<file path="src/rtl/adder_result_accumulator_if.sv">
// Handshake bundle between the 8-bit signed adder stage and the result
// accumulator. The master side is the upstream adder plus the downstream
// consumer of block totals; the slave side is the accumulator itself.
interface adder_result_accumulator_if #(
  parameter int WIDTH     = 8,
  parameter int BLOCK_LEN = 4,
  parameter int ACC_WIDTH = 16
);
  localparam int CNT_W = $clog2(BLOCK_LEN + 1);

  logic                 in_valid;
  logic                 in_ready;
  logic [WIDTH-1:0]     in_a;
  logic [WIDTH-1:0]     in_b;
  logic [WIDTH-1:0]     in_sum;
  logic                 out_valid;
  logic                 out_ready;
  logic [ACC_WIDTH-1:0] out_acc;
  logic [CNT_W-1:0]     out_ovf_cnt;
  logic                 err;

  modport master (
    output in_valid, in_a, in_b, in_sum, out_ready,
    input  in_ready, out_valid, out_acc, out_ovf_cnt, err
  );

  modport slave (
    input  in_valid, in_a, in_b, in_sum, out_ready,
    output in_ready, out_valid, out_acc, out_ovf_cnt, err
  );
endinterface

</file>
<file path="src/rtl/adder_result_accumulator.sv">
// Accumulates BLOCK_LEN (a, b, sum) beats from the signed adder stage,
// counts signed-overflow beats, flags sum mismatches (sticky until reset)
// and presents each block total on a valid/ready output.
// Optional build macro: ADDER_RESULT_SAT_EN -- when defined, overflowing
// samples are saturated to the signed extreme instead of wrapping.
module adder_result_accumulator #(
  parameter int WIDTH     = 8,
  parameter int BLOCK_LEN = 4,
  parameter int ACC_WIDTH = 16
) (
  input logic                       clk,
  input logic                       rst,
  adder_result_accumulator_if.slave bus
);
  localparam int CNT_W = $clog2(BLOCK_LEN + 1);

  localparam logic [0:0] COLLECT = 1'b0;
  localparam logic [0:0] EMIT    = 1'b1;

  localparam logic [CNT_W-1:0] LAST_BEAT = CNT_W'(BLOCK_LEN - 1);

  logic [0:0]           state_q,     state_d;
  logic [ACC_WIDTH-1:0] acc_q,       acc_d;
  logic [CNT_W-1:0]     beatCnt_q,   beatCnt_d;
  logic [CNT_W-1:0]     ovfCnt_q,    ovfCnt_d;
  logic [ACC_WIDTH-1:0] outAcc_q,    outAcc_d;
  logic [CNT_W-1:0]     outOvfCnt_q, outOvfCnt_d;
  logic                 err_q,       err_d;

  logic                 collecting;
  logic                 accept;
  logic                 ovf;
  logic                 mismatch;
  logic [WIDTH-1:0]     wrapSum;
  logic [WIDTH-1:0]     sample;
  logic [ACC_WIDTH-1:0] accSum;
  logic [CNT_W-1:0]     ovfSum;

  assign collecting = (state_q == COLLECT);
  assign accept     = bus.in_valid && collecting;
  assign wrapSum    = bus.in_a + bus.in_b;
  assign ovf        = (bus.in_a[WIDTH-1] == bus.in_b[WIDTH-1]) &&
                      (bus.in_sum[WIDTH-1] != bus.in_a[WIDTH-1]);
  assign mismatch   = (bus.in_sum != wrapSum);

  // Pick the sample that enters the accumulator: raw sum, or saturated on overflow
  always_comb begin
    sample = bus.in_sum;
`ifdef ADDER_RESULT_SAT_EN
    if (ovf) begin
      sample = bus.in_a[WIDTH-1] ? {1'b1, {(WIDTH-1){1'b0}}}
                                 : {1'b0, {(WIDTH-1){1'b1}}};
    end
`endif
  end

  assign accSum = acc_q + {{(ACC_WIDTH-WIDTH){sample[WIDTH-1]}}, sample};
  assign ovfSum = ovfCnt_q + {{(CNT_W-1){1'b0}}, ovf};

  // Next-state logic for collection, block hand-off and the sticky error
  always_comb begin
    state_d     = state_q;
    acc_d       = acc_q;
    beatCnt_d   = beatCnt_q;
    ovfCnt_d    = ovfCnt_q;
    outAcc_d    = outAcc_q;
    outOvfCnt_d = outOvfCnt_q;
    err_d       = err_q;

    if (accept && mismatch) begin
      err_d = 1'b1;
    end

    case (state_q)
      COLLECT: begin
        if (accept) begin
          if (beatCnt_q == LAST_BEAT) begin
            outAcc_d    = accSum;
            outOvfCnt_d = ovfSum;
            acc_d       = '0;
            beatCnt_d   = '0;
            ovfCnt_d    = '0;
            state_d     = EMIT;
          end else begin
            acc_d     = accSum;
            beatCnt_d = beatCnt_q + 1'b1;
            ovfCnt_d  = ovfSum;
          end
        end
      end
      EMIT: begin
        if (bus.out_ready) begin
          state_d = COLLECT;
        end
      end
      default: state_d = COLLECT;
    endcase
  end

  // State registers; reset wins over any handshake in the same cycle
  always_ff @(posedge clk) begin
    if (rst) begin
      state_q     <= COLLECT;
      acc_q       <= '0;
      beatCnt_q   <= '0;
      ovfCnt_q    <= '0;
      outAcc_q    <= '0;
      outOvfCnt_q <= '0;
      err_q       <= 1'b0;
    end else begin
      state_q     <= state_d;
      acc_q       <= acc_d;
      beatCnt_q   <= beatCnt_d;
      ovfCnt_q    <= ovfCnt_d;
      outAcc_q    <= outAcc_d;
      outOvfCnt_q <= outOvfCnt_d;
      err_q       <= err_d;
    end
  end

  assign bus.in_ready    = collecting;
  assign bus.out_valid   = (state_q == EMIT);
  assign bus.out_acc     = outAcc_q;
  assign bus.out_ovf_cnt = outOvfCnt_q;
  assign bus.err         = err_q;
endmodule

</file>
<file path="src/flat_wrapper.sv">
// flat-port wrapper written by rule: the top's interface ports become plain ports
module adder_result_accumulator_flat 
#(
  parameter int WIDTH     = 8,
  parameter int BLOCK_LEN = 4,
  parameter int ACC_WIDTH = 16
)
  (clk, rst, bus_in_valid, bus_in_a, bus_in_b, bus_in_sum, bus_out_ready, bus_in_ready, bus_out_valid, bus_out_acc, bus_out_ovf_cnt, bus_err);
  adder_result_accumulator_if #(.WIDTH(WIDTH), .BLOCK_LEN(BLOCK_LEN), .ACC_WIDTH(ACC_WIDTH)) bus_i ();
  input logic clk;
  input logic rst;
  input wire logic [$bits(bus_i.in_valid)-1:0] bus_in_valid;
  input wire logic [$bits(bus_i.in_a)-1:0] bus_in_a;
  input wire logic [$bits(bus_i.in_b)-1:0] bus_in_b;
  input wire logic [$bits(bus_i.in_sum)-1:0] bus_in_sum;
  input wire logic [$bits(bus_i.out_ready)-1:0] bus_out_ready;
  output wire logic [$bits(bus_i.in_ready)-1:0] bus_in_ready;
  output wire logic [$bits(bus_i.out_valid)-1:0] bus_out_valid;
  output wire logic [$bits(bus_i.out_acc)-1:0] bus_out_acc;
  output wire logic [$bits(bus_i.out_ovf_cnt)-1:0] bus_out_ovf_cnt;
  output wire logic [$bits(bus_i.err)-1:0] bus_err;
  assign bus_i.in_valid = bus_in_valid;
  assign bus_i.in_a = bus_in_a;
  assign bus_i.in_b = bus_in_b;
  assign bus_i.in_sum = bus_in_sum;
  assign bus_i.out_ready = bus_out_ready;
  assign bus_in_ready = bus_i.in_ready;
  assign bus_out_valid = bus_i.out_valid;
  assign bus_out_acc = bus_i.out_acc;
  assign bus_out_ovf_cnt = bus_i.out_ovf_cnt;
  assign bus_err = bus_i.err;
  adder_result_accumulator #(.WIDTH(WIDTH), .BLOCK_LEN(BLOCK_LEN), .ACC_WIDTH(ACC_WIDTH)) u_core (.clk(clk), .rst(rst), .bus(bus_i));
endmodule
</file>
<file path="config.mk">
export PLATFORM = sky130hd
export DESIGN_NAME = adder_result_accumulator_flat
export DESIGN_NICKNAME = d
export VERILOG_FILES = /design/src/rtl/adder_result_accumulator_if.sv /design/src/rtl/adder_result_accumulator.sv /design/src/flat_wrapper.sv
export SDC_FILE = /design/constraint.sdc
export NUM_CORES = 1
export LEC_CHECK = 0
export ABC_AREA = 1
export ABC_CLOCK_PERIOD_IN_PS = 2640
export CORE_AREA = 2 2 89 91
export CTS_BUF_LIST = sky130_fd_sc_hd__clkbuf_8
export DETAILED_ROUTE_END_ITERATION = 7
export DIE_AREA = 0 0 91 93
export GPL_TIMING_DRIVEN = 0
export PLACE_DENSITY = 0.69
export SLEW_MARGIN = 30
export SYNTH_ARGS = -nofsm -noshare
export SYNTH_HDL_FRONTEND = slang
export SYNTH_SLANG_ARGS = --single-unit
export TNS_END_PERCENT = 50
</file>
<file path="constraint.sdc">
create_clock -name clk -period 2.64 [get_ports clk]
set_clock_uncertainty 0.05 [all_clocks]
set_input_delay 0.528 -clock clk [delete_from_list [all_inputs] [get_ports clk]]
set_output_delay 0.528 -clock clk [all_outputs]
set_load 0.05 [all_outputs]
</file>
Word-level counts from Yosys, hierarchy flattened
Cells that the tools add are included.
Widths: inputs -> output; s select.
Storage, ports and cells
  input port bits: 28
  output and inout port bits: 22
  flip-flop bits (word level): 43
  logic and storage cells: 28
Operators by class
  equality and inequality tests: 4
  reductions and logical operators: 5
  bitwise gates (word level): 1
  muxes and demuxes: 7
  add/subtract/negate cells: 4
Operator list (number)
  $add 16x16->16: 1
  $mux 16: 1
  $add 8x8->8: 1
  $ne 8x8->1: 1
  $mux 3: 2
  $add 3x1->3: 1
  $add 3x1->3 const B: 1
  $eq 3x2->1 const B: 1
  $logic_and 1x1->1: 3
  $mux 1: 3
  $reduce_and 3->1: 1
  $pmux 1 s2: 1
  $reduce_and 2->1: 1
  $eq 1x1->1: 1
  $ne 1x1->1: 1
  $not 1->1: 1

Depth between registers and ports, before layout
Gate-level depths: netlist of the first run.
  word-level depth: 4
  mapped depth: 13
  gate-level depth less buffers: 13

Worst setup path before layout of the first run
OpenSTA, ideal clock, no wires.
  path kind: input-to-reg
  start point: input bus_in_sum[0]
  end point: register u_core.outAcc_q[6], in the netlist u_core.bus.out_acc[6]
  cell stages on the path: 11
  setup time: 0.117 ns
  setup slack: 0.638 ns
  arrival time: 1.835 ns
  data required time: 2.473 ns
  cell sequence: ha_1 -> fa_1 -> nand2_1 -> nand2_1 -> nand3_1 -> nand2_2 -> or2_1 -> nand2_1 -> nand2_1 -> o211ai_1 -> inv_1
Between the ends
  longest elaborated chain between the ends: 1
RTL lines
  from (decl): line flat_wrapper.sv:15  | input wire logic [$bits(bus_i.in_sum)-1:0] bus_in_sum;
  $add 16x16->16: line adder_result_accumulator.sv:57  | assign accSum = acc_q + {{(ACC_WIDTH-WIDTH){sample[WIDTH-1]}}, sample};
  to (signal assigned): line adder_result_accumulator.sv:115  | outAcc_q <= outAcc_d;
  to (decl): line adder_result_accumulator.sv:26  | logic [ACC_WIDTH-1:0] outAcc_q, outAcc_d;
Every way passes these cells.
A chain may end at the register's enable or synchronous reset.

Worst setup path in the final report of the first run
  start point: input bus_in_sum[0]
  end point: register u_core.outAcc_q[8], in the netlist u_core.bus.out_acc[8]
The elaborated chain is that of the path after synthesis.

==> results.py, run 1 <==
metrics = {
    "run_status": {
        "status": "complete, no violations",
    },
    "layout": {
        "layoutNonFillerInstCount": 609,
        "area.sequential_um2": 860.8,
        "diodes": 0,
        "nets": 561,
        "n_fill_cell": 822,
        "synthToLayoutAreaGrowth_pct": 23.86,
        "final_layout_size_suffix_gt1_share_pct": 3.945,
        "multiInputGateArea_um2": 1770,
    },
    "run": {
        "cap_viol_max_count": 0,
    },
    "worst_setup_path": {
        "critPathKind": "input port to flip-flop",
        "cp-start-kind": "input port",
        "critical_path_required_ps": 2780,
        "worstSetupEndpointType": "flip-flop",
        "cp_max_fo": 4,
        "worst_path_largest_cell_delay_ps": 490,
        "cp.arrival_ps": 2590,
        "crit_chain": "clkdlybuf4s50_1, ha_1, fa_1, nand2_1, nand2_1, nand3_1, nand2_2, nand2_1, nand2_1, xor2_1, o21ai_0, inv_1",
        "cp_common_cell": "nand2_1",
        "critical-path-top-delay-family": "adder cells",
        "cp.buffers_inverters": 2,
        "critical-path-slowest-cell": "clkdlybuf4s50_1",
    },
    "timing": {
        "slew_viol_final": 0,
        "setup_viol": 0,
        "worst_slew_pin_slew_ps": 616.0,
        "min_period_over_period_pct": 92.80,
        "max-slew-margin-rel_pct": 58.93,
        "worst_slack_ps": 190.0,
        "final_hold_viol_count": 0,
        "max_freq_ghz": 0.4082,
        "rsz0062_at_grt": "false",
        "min_period_ps": 2450,
    },
    "place": {
        "io_buffers": 48,
        "place_hpwl_mm": 5.787,
        "pre_cts_ws_ps": -378.9,
        "placedCellCount": 601,
        "place.gp.congestion": 0.9036,
    },
    "yosys": {
        "syn-num-nets": 506,
        "syn_avg_cell_area_um2": 6.431,
        "ys_seq_area_share_pct": 29.68,
        "ys_ff_latch": 43,
        "synth_common_cells": "nand2_1, inv_1, nor2_1",
        "synthArstFlopShare_pct": 0,
        "synthesis.instances": 451,
        "synthTopCellsByArea": "dfxtp_1, nand2_1, ha_1",
        "ys_warn_count": 0,
        "synth_area_leader_cell": "dfxtp_1",
        "yosysMostFrequentCell": "nand2_1",
        "synth-edff-count": 0,
        "synthDistinctLibCells": 30,
        "synth_area_um2": 2900,
        "synth_top_flop_cell": "dfxtp_1",
        "synth_top_area_share_pct": 29.68,
    },
    "power_and_ir_drop": {
        "pwr-share-clk_pct": 24.3,
        "p_seq_share_pct": 41.3,
        "netSwitchingPower_mw": 0.6223,
        "ir_drop_mv": 0.3345,
        "leakagePower_nw": 1.835,
        "p_int_mw": 1.101,
        "switching_share_pct": 36.12,
        "p_comb_share_pct": 34.4,
        "p_per_area_nw_per_um2": 479.6,
        "power_mw": 1.723,
    },
    "clocking": {
        "cts_buffer_depth": 2,
        "post_cts_buffers": 0,
        "cts_max_level": 2,
        "cts_buffers": 5,
        "cts_resized": 1,
        "cts_tree": "built",
        "clk_latency_ps": 300,
        "cts-root-buf": "clkbuf_8",
        "holdBufCountCts": 0,
        "cts.sinks": 43,
        "path_clk_slew_ps": 90,
    },
    "routing": {
        "dr.first_iter.drc_count": 89,
        "dr.pass1.iters": 5,
        "drc": 0,
        "vias_per_cell": 4.818,
        "wl_per_cell_um": 12.18,
        "drt_wl_total_mm": 7.417,
        "vias": 2934,
        "postRouteAntennaNets": 0,
    },
    "grt": {
        "grt_pass1_vias": 2816,
        "grt_max_degree": 14,
        "grt_pass1_wl_mm": 12.60,
        "grt_antenna_before_repair": 0,
        "grt_overflow": 0,
        "track_usage_pct": 18.20,
    },
    "floorplan": {
        "fp.dieH_um": 93,
        "coreArea_um2": 7527,
        "initial_core_util_pct": 38.53,
        "ios": 50,
        "die_area_um2": 8463,
        "rows": 32,
        "dieWidth_um": 91,
    },
    "worst_hold_path": {
        "hold_class": "flip-flop to flip-flop",
    },
}
[layout make-up]
cell class	count	share of cell area, %
buffer	11	1.324
clock inverter	3	0.4528
clock buffer	5	1.916
sequential	43	23.96
timing repair buffer	48	13.34
tap	102	3.553
multi-input combinational	338	49.29
inverter	59	6.165
[flip-flops by register name, summed over array words and instances (netlist names)]
signal / flops
u_core.bus.out_acc: 16
u_core.bus.out_valid: 1
u_core.bus.err: 1
u_core.bus.out_ovf_cnt: 3
u_core.acc_q: 16
u_core.beatCnt_q: 3
u_core.ovfCnt_q: 3
[layout by cell type, fill, tap and decap left out]
master / n
nand2_1: 129
o21ai_0: 20
ha_1: 25
a211oi_1: 1
a21oi_1: 42
inv_1: 58
nand2_2: 5
o211ai_1: 2
clkinvlp_4: 1
nor2_1: 55
nand3_1: 27
nand3b_1: 1
nand4_1: 3
a21oi_2: 1
xnor2_1: 4
clkinv_1: 1
clkbuf_8: 5
dfxtp_1: 43
clkbuf_1: 8
dlygate4sd2_1: 1
fa_1: 2
xor2_1: 8
inv_2: 1
o21ai_1: 4
nor2_4: 1
o21a_1: 1
and2_1: 1
nor2_2: 1
buf_2: 2
clkinv_2: 1
buf_4: 1
or2_1: 2
and2_4: 1
a21o_1: 2
clkdlybuf4s50_1: 47
[metrics by stage]
| step | utilization (%) | TNS (ps) | instance area (um2) | hold WS [ps] |
|---|---|---|---|---|
| after CTS | 47.72 | 0 | 3592 | 424.8 |
| after global routing | 47.72 | 0 | 3592 | 444.5 |
| after global placement | 46.61 | -2275 | 3508 | 389.2 |
| final | 47.72 | 0 | 3592 | 415.9 |
| after detailed placement | 46.61 | -2660 | 3508 | 412.1 |
| after floorplan | - | 0 | 2900 | 392.5 |
[tightest hold or removal path: cells and delay by family (launching register included)]
| kind | cells | cell delay (ps) |
|---|---|---|
| AOI/OAI and AO/OA | 1 | 60 |
| buffers and inverters | 1 | 50 |
| DFF | 1 | 320 |
[path summary, 6_finish.rpt]
path | from | endpoint | slack [ps] | depth (start not counted)
setup / recovery | bus_in_sum[0] | u_core.bus.out_acc[8] | 190 | 12
hold / removal | u_core.bus.err | u_core.bus.err | 420 | 2
setup reg to reg | u_core.acc_q[0] | u_core.bus.out_acc[8] | 650 | 11
hold reg to reg | u_core.bus.err | u_core.bus.err | 420 | 2
[cells by family (layout without fill, tap and decap cells)]
kind of cell	Yosys count	after routing	share of synthesized area [%]
DFF	43	43	29.68
AOI/OAI and AO/OA	73	73	13.24
xor gates and xnor gates	12	12	3.624
buffers and inverters	70	126	9.275
adders and majority gates	27	27	12.17
and+or+nand+nor	226	226	32.01
[power by group through the flow]
stage | clock (mW) | combinational (mW) | sequential (mW)
final | 0.419 | 0.592 | 0.712
after global routing | 0.462 | 0.672 | 0.718
after CTS | 0.431 | 0.591 | 0.713
after detailed placement | 0 | 0.587 | 0.728
after global placement | 0 | 0.578 | 0.726
after floorplan | 0 | 0.405 | 0.745
[metal layers]
metal	wire [um]	global-route usage, %	vias up	part of all wire [%]
met5	0	0	-	0
met4	110	6.313	0	1.5
li1	-	-	1538	-
met3	347	3.384	11	4.7
met1	3490	22.82	1317	47
met2	3468	31.42	68	47
Note: power is estimated with default switching activity, not from simulation.
==> run 2: changes to the inputs <==
Settings changed: PLACE_DENSITY 0.69 to not set.
==> results.py, run 2 (synthesis results as in run 1) <==
metrics = {
    "run_status": {
        "status": "complete, no violations",
    },
    "run": {
        "cap_viol_max_count": 0,
    },
    "layout": {
        "diodes": 0,
        "final_cell_mix": "nand2_1, inv_1, nor2_1",
        "synthToLayoutAreaGrowth_pct": 24.46,
        "layout_commonest_cell": "nand2_1",
        "nets": 561,
        "final_layout_size_suffix_gt1_share_pct": 3.755,
        "n_fill_cell": 825,
    },
    "clocking": {
        "path_clk_slew_ps": 80,
        "post_cts_buffers": 0,
        "cts-root-buf": "clkbuf_8",
        "clk_latency_ps": 290,
        "cts_buffer_depth": 2,
        "holdBufCountCts": 0,
        "cts_tree": "built",
        "cts_resized": 1,
        "cts_max_level": 2,
        "cts.sinks": 43,
        "cts_buffers": 5,
    },
    "grt": {
        "grt_overflow": 0,
        "track_usage_pct": 18.24,
        "use_met2_pct": 32.22,
        "grt_pass1_vias": 2769,
        "grt_max_degree": 14,
        "grt_antenna_before_repair": 0,
        "grt_pass1_wl_mm": 12.63,
        "met1_usage_pct": 23.04,
        "grt_use_met3_pct": 2.740,
        "grt-busiest-layer": "met2",
    },
    "floorplan": {
        "initial_core_util_pct": 38.53,
        "dieWidth_um": 91,
        "fp.dieH_um": 93,
        "rows": 32,
        "ios": 50,
        "coreArea_um2": 7527,
        "die_area_um2": 8463,
    },
    "timing": {
        "final_hold_viol_count": 0,
        "setup_viol": 0,
        "worst_slack_ps": 215.8,
        "whs_ps": 415.0,
        "max_freq_ghz": 0.4125,
        "rsz0062_at_grt": "false",
        "finalSetupTns_ps": 0,
        "worst_slew_pin_slew_ps": 723.2,
        "min_period_over_period_pct": 91.83,
        "min_period_ps": 2424,
        "slew_viol_final": 0,
        "max-slew-margin-rel_pct": 51.79,
    },
    "worst_setup_path": {
        "cp.arrival_ps": 2570,
        "rr_startpoint": "u_core.acc_q[0]",
        "worstSetupEndpointType": "flip-flop",
        "rrSetupSlack_ps": 670,
        "critical_path_required_ps": 2790,
        "reg2reg_to": "u_core.bus.out_acc[6]",
        "critPathKind": "input port to flip-flop",
        "cp_max_fo": 13,
        "r2r_cells": 11,
        "cp-start-kind": "input port",
        "critical_path.endpoint": "u_core.bus.out_acc[15]",
        "crit_start": "bus_in_sum[7]",
    },
    "routing": {
        "dr.first_iter.drc_count": 91,
        "dr.pass1.iters": 4,
        "drt_wl_total_mm": 7.371,
        "wl_per_cell_um": 12.12,
        "postRouteAntennaNets": 0,
        "drc": 0,
        "vias": 2834,
        "vias_per_cell": 4.661,
    },
    "power_and_ir_drop": {
        "power_mw": 1.801,
        "ir_drop_mv": 0.2813,
        "p_per_area_nw_per_um2": 499.0,
        "leakagePower_nw": 1.845,
    },
    "place": {
        "place_hpwl_mm": 5.808,
        "pre_cts_ws_ps": -302.6,
        "place.gp.congestion": 1.009,
        "io_buffers": 48,
    },
    "worst_hold_path": {
        "hold_class": "flip-flop to flip-flop",
    },
}
-- run 2: changes by cell type in the layout (fill, tap and decap cells not counted), sizes merged --
| cell | delta |
|---|---|
| clkinv | -1 |
| bufinv | +1 |
| clkinvlp | -1 |
-- run 2: cell type report --
type                    instances  area (um2)  area share, %
well taps                     102       127.6          3.536
plain buffers                  11       47.55          1.317
multi-input cells             338        1770          49.05
inverters                      59       221.5          6.135
clock buffers                   5       68.82          1.906
flip-flops and latches         43       860.8          23.85
repair buffers                 48       479.2          13.28
clock inverters                 2       33.78         0.9359
-- run 2: routing by layer --
metal,vias up,routed length (um)
met5,-,0
met4,0,110
met3,10,242
met2,60,3408
met1,1227,3609
li1,1537,-
-- run 2: per-stage QoR --
| stage | util, % | instance area (um2) | instances |
|---|---|---|---|
| 2_1_floorplan | - | 2900 | 451 |
| 3_3_place_gp | 46.61 | 3508 | 601 |
| 3_5_place_dp | 46.61 | 3508 | 601 |
| 4_1_cts | 47.96 | 3610 | 608 |
| 5_1_grt | 47.96 | 3610 | 608 |
| 6_report | 47.96 | 3610 | 608 |
-- run 2: worst min path at each step --
stage                              startpoint             endpoint  cells after the start
after global placement         u_core.bus.err       u_core.bus.err                      2
final                          u_core.bus.err       u_core.bus.err                      2
after CTS                      u_core.bus.err       u_core.bus.err                      2
after global routing          u_core.acc_q[4]      u_core.acc_q[4]                      2
after detailed placement       u_core.bus.err       u_core.bus.err                      2
after floorplan           u_core.beatCnt_q[0]  u_core.beatCnt_q[0]                      1
-- run 2: critical path, stage by stage --
cell	delay [ps]
dlygate4sd2_1	560
ha_1	390
a21oi_1	220
o21ai_0	150
a21oi_1	290
nand3_1	150
nand2_1	100
nand2_1	60
nand2_1	70
inv_1	40
-- run 2: power by group --
part	total (mW)	internal, mW	switching, mW
Clock	0.496	0.274	0.222
Sequential	0.712	0.689	0.0230
Combinational	0.593	0.230	0.363
Total	1.80	1.19	0.609
